$ cat src/rtl/register_file.sv
// rtl/register_file.sv - 32 x 32-bit MIPS register file with two combinational read ports
// and same-cycle writeback bypass; register 0 reads as zero and has no storage.
module register_file #(
    parameter int DATA_WIDTH    = 32,
    parameter int ADDRESS_WIDTH = 5
) (
    input  logic                     clock,
    input  logic                     reset,
    input  logic                     write_enable,
    input  logic [ADDRESS_WIDTH-1:0] write_address,
    input  logic [DATA_WIDTH-1:0]    write_data,
    input  logic                     read_enable_1,
    input  logic [ADDRESS_WIDTH-1:0] read_address_1,
    output logic [DATA_WIDTH-1:0]    read_data_1,
    input  logic                     read_enable_2,
    input  logic [ADDRESS_WIDTH-1:0] read_address_2,
    output logic [DATA_WIDTH-1:0]    read_data_2
);

    localparam int DEPTH = 2 ** ADDRESS_WIDTH;

    logic [DATA_WIDTH-1:0] r_registers [1:DEPTH-1];
    logic [DATA_WIDTH-1:0] w_stored_1;
    logic [DATA_WIDTH-1:0] w_stored_2;
    logic                  w_write_valid;

    assign w_write_valid = write_enable && (write_address != '0);

    always_ff @(posedge clock) begin
        if (reset) begin
            for (int i = 1; i < DEPTH; i++) begin
                r_registers[i] <= '0;
            end
        end else if (w_write_valid) begin
            for (int i = 1; i < DEPTH; i++) begin
                if (write_address == ADDRESS_WIDTH'(i)) begin
                    r_registers[i] <= write_data;
                end
            end
        end
    end

    // Address 0 has no entry, so it falls through to the zero default.
    always_comb begin
        w_stored_1 = '0;
        w_stored_2 = '0;
        for (int i = 1; i < DEPTH; i++) begin
            if (read_address_1 == ADDRESS_WIDTH'(i)) begin
                w_stored_1 = r_registers[i];
            end
            if (read_address_2 == ADDRESS_WIDTH'(i)) begin
                w_stored_2 = r_registers[i];
            end
        end
    end

    function automatic logic [DATA_WIDTH-1:0] f_read_port(
        input logic                     enable,
        input logic [ADDRESS_WIDTH-1:0] address,
        input logic [DATA_WIDTH-1:0]    stored
    );
        logic [DATA_WIDTH-1:0] result;
        result = '0;
        if (reset || (address == '0) || !enable) begin
            result = '0;
        end else if (write_enable && (write_address == address)) begin
            result = write_data;
        end else begin
            result = stored;
        end
        return result;
    endfunction

    always_comb begin
        read_data_1 = f_read_port(read_enable_1, read_address_1, w_stored_1);
        read_data_2 = f_read_port(read_enable_2, read_address_2, w_stored_2);
    end

endmodule
$ cat config.mk
export PLATFORM = sky130hd
export DESIGN_NAME = register_file
export DESIGN_NICKNAME = d
export VERILOG_FILES = /design/src/rtl/register_file.sv
export SDC_FILE = /design/constraint.sdc
export NUM_CORES = 2
export LEC_CHECK = 0
export BUFFER_PORTS_ARGS = -buffer_cell sky130_fd_sc_hd__buf_2
export CORE_UTILIZATION = 30
export DETAILED_ROUTE_END_ITERATION = 16
export PLACE_DENSITY_LB_ADDON = 0.05
export SLEW_MARGIN = 20
export SYNTH_ARGS = -nofsm -noshare
export SYNTH_HDL_FRONTEND = slang
export SYNTH_SLANG_ARGS = --single-unit
export TNS_END_PERCENT = 30
$ cat constraint.sdc
create_clock -name clock -period 9.3 [get_ports clock]
set_input_delay 0.93 -clock clock [delete_from_list [all_inputs] [get_ports clock]]
set_output_delay 0.93 -clock clock [all_outputs]
set_load 0.02 [all_outputs]
==> results by group <==
Status
  • Outcome: finished, final reports clean

Logic synthesis
  • Post-Synthesis Mean Instance Area: roughly 11 um^2
  • Most frequently used flop master after synthesis: edfxtp_1
  • Area share of the largest cell type after synthesis: 0.540
  • Synth unique cells: 97
  • Share of the yosys chip area belonging to registers: 0.540
  • Post-synthesis instance area: between 50,000 and 60,000 um^2
  • Cell type with the largest total area after synthesis: edfxtp_1
  • Gate Count Post-Synth: between 5,000 and 6,000
  • Count of state elements after synthesis: around 990
  • Warnings, synthesis: 0
  • Syn Nets: slightly above 5,000
  • Largest cells by area after synthesis: edfxtp_1 54%, and2_1 11%, a22oi_1 4.5%
  • Ys async rst share: 0
  • Number of synthesized flops with an enable pin: between 900 and 1,000

Drt
  • Remaining antenna violation count: 0
  • Routed wire length: about 390,000 um
  • Avg WL per Cell: slightly above 50 um
  • Number of DRC violations after detailed-routing iteration 0: 10,100
  • Vias per inst: between 6 and 7
  • Number of optimization iterations in the first detailed-route pass: 6
  • Detailed-route via count: ~50,000
  • DRC violations left: 0

Timing
  • Worst-margin pin slew: ~1200 ps
  • Post-Route Hold Slack: slightly below 800 ps
  • Final worst path period share: 0.732
  • Final critical delay including setup and external delays: 6810 ps
  • Unrepaired setup endpoints after global routing: no
  • Fmax: 0.147 GHz
  • Pins over their slew limit: 0
  • Headroom to the max-slew limit: 0.146
  • Endpoints failing setup: 0
  • Hold Fails Final Rpt: 0
  • Setup total negative slack: 0 ps

Worst setup path
  • Arrival time worst endpoint: around 5900 ps
  • Setup crit start kind: primary input
  • Required time at the worst-slack endpoint: 8370 ps
  • Classification of the worst setup path: primary input to output port
  • CP Capture Type: output port
  • Highest net fanout along the worst path: 29

Global routing
  • Number of global-route vias before repair: approximately 48,000
  • First-pass GRT wire length: around 500,000 um
  • Total grt overflow: 0
  • Maximum number of pins on one net before global-route repair: 59
  • Overall routing resource usage: 0.410
  • Initial antenna violation count: between 40 and 50

Power
  • Combinational cell fraction of total power: 0.120
  • Power density over the cells: 192 nW/um^2
  • Clk network pwr share: 0.430
  • Switching share of power: 0.300
  • Total net switching power: 0.00365 W
  • Leakage power total: approximately 22 nW
  • Reg power frac: 0.450
  • Final Power: around 0.012 W
  • Maximum vdd drop: 0.000148 V
  • Int Pwr: between 0.008 and 0.009 W

Layout
  • Largest registers: r_registers (992)
  • Footprint of the flip-flops and latches: 29,800 um^2
  • Post-layout net count: 5,152
  • Area of the multi-input gates: 23,600 um^2
  • Max FFs per register: around 990
  • Area growth from synthesis to layout: 14.8%
  • Area of all placed cells without fillers: between 60,000 and 70,000 um^2
  • Share of cells above drive strength 1: 0.147
  • Largest register by flop count: r_registers
  • Post-route core utilization: 0.346
  • Total of fill cells in the finished design: 18,200

Floorplan
  • Row Count: between 150 and 200
  • Floorplan core area: roughly 180,000 um^2
  • Die outline height: between 400 and 500 um
  • Initial cell density of the core: 0.302
  • Die width: about 430 um
  • Number of top-level design ports: about 120
  • Die outline area: roughly 190,000 um^2

Clock tree
  • Resize count post-CTS: 0
  • CTS Root Buffer Type: clkbuf_16
  • # hold bufs at CTS: 0
  • CTS tree: built
  • Buffers inserted during post-CTS setup optimization: 0
  • Number of H-tree levels: 4
  • Maximum buffer depth of the clock tree: 3
  • Clock transition at the registers of the reported paths: ~60 ps
  • CTS Buf Count: between 100 and 150
  • CTS sink count: 992

Placed design
  • Gp weighted congestion: roughly 1.0
  • Number of buffers inserted by port buffering: 115
  • Area after DPL: between 50,000 and 60,000 um^2
  • Dpl hpwl: roughly 260,000 um

Run
  • Count of maximum capacitance violations: 0

Min path
  • Hold Crit Class: primary input to flip-flop
## power groups by stage
stage | sequential, W | combinational, W | clock, W
finish | 0.00547 | 0.00146 | 0.00524
global route | 0.00546 | 0.00144 | 0.00541
CTS | 0.00545 | 0.00138 | 0.00527
detailed placement | 0.00553 | 0.00138 | 0
global placement | 0.00555 | 0.00138 | 0
floorplan | 0.00537 | 0.000629 | 0
## stage by stage
| stage | std cells | setup WS (ps) |
|---|---|---|
| 3_3_place_gp | 7431 | 2800 |
| 2_1_floorplan | 5107 | 4770 |
| 5_1_grt | 7667 | 2660 |
| 6_report | 7692 | 2490 |
| 4_1_cts | 7662 | 2800 |
| 3_5_place_dp | 7431 | 2800 |
## placed cells by master, fill, tap and decap left out, types with 16 or more instances in the layout
cell type and n:
nand4_1 51, a211oi_1 55, mux2i_1 95, a21oi_1 316, a32oi_1 16, clkbuf_1 23, o211ai_1 27, o21ai_0 206
nor2_4 63, nor2_2 25, nor2b_1 30, buf_2 109, clkbuf_16 134, buf_4 258, clkinv_1 30, a221oi_1 91
a31oi_1 48, nand3_1 80, nor4_1 24, a22oi_1 333, diode_2 30, and2_1 999, nor3_1 75, a222oi_1 32
o21ai_4 18, nor2_1 215, o22ai_1 62, mux2_2 21, nand2_1 266, and3_1 16, clkinv_2 17, a22o_1 59
o221ai_1 34, edfxtp_1 992
## cell families (layout without fill, tap and decap cells)
| group | count (synthesis) | in the layout | synth area share |
|---|---|---|---|
| AND/OR/NAND/NOR | 1957 | 1957 | 0.201 |
| multiplexers | 122 | 122 | 0.0236 |
| buffers and inverters | 527 | 618 | 0.0473 |
| flip-flops | 992 | 992 | 0.540 |
| other | 0 | 30 | 0 |
| XOR/XNOR | 10 | 10 | 0.00159 |
| AO/OA/AOI/OAI | 1499 | 1499 | 0.187 |
## layer usage
metal	global-route usage	vias up	wire, um
met3	0.103	1146	40600
met2	0.610	4427	167000
li1	-	19300	-
met5	0.00104	-	72
met1	0.514	26600	148000
met4	0.302	10	35100
## critical path, cell delays in order
cell and delay, ps:
buf_4 360, buf_4 510, or3b_1 640, buf_4 350, buf_4 250, nor2_4 170
buf_4 290, a22oi_1 220, nand4_1 540, o31ai_1 800, buf_4 220, a31oi_1 70
o221a_2 270, buf_2 170
## synthesized netlist by cell type (all sizes together), types with 51 or more instances
library cell,n
a22oi,333
a22o,59
nor2,305
and2,999
o21ai,239
nand2,271
nor3,79
clkbuf,256
mux2i,95
edfxtp,992
a211oi,56
nand3,83
a221oi,92
nand4,51
a21oi,319
buf,257
o22ai,62
## worst paths after layout
check	start	to	slack, ps	cells past startpoint
setup / recovery	read_address_2[2]	read_data_2[27]	2490	14
hold / removal	write_data[26]	r_registers[0][442]$_SDFFCE_PN0P_	790	2
## cell type report
cell class | instances | area share
Timing Repair Buffer | 373 | 0.0406
Clock inverter | 74 | 0.0120
Multi-Input combinational cell | 3588 | 0.372
Antenna cell | 30 | 0.00119
Clock buffer | 157 | 0.0543
Inverter | 14 | 0.000869
Tap cell | 2464 | 0.0487
Sequential cell | 992 | 0.470
(Power assumes the default switching activity.)
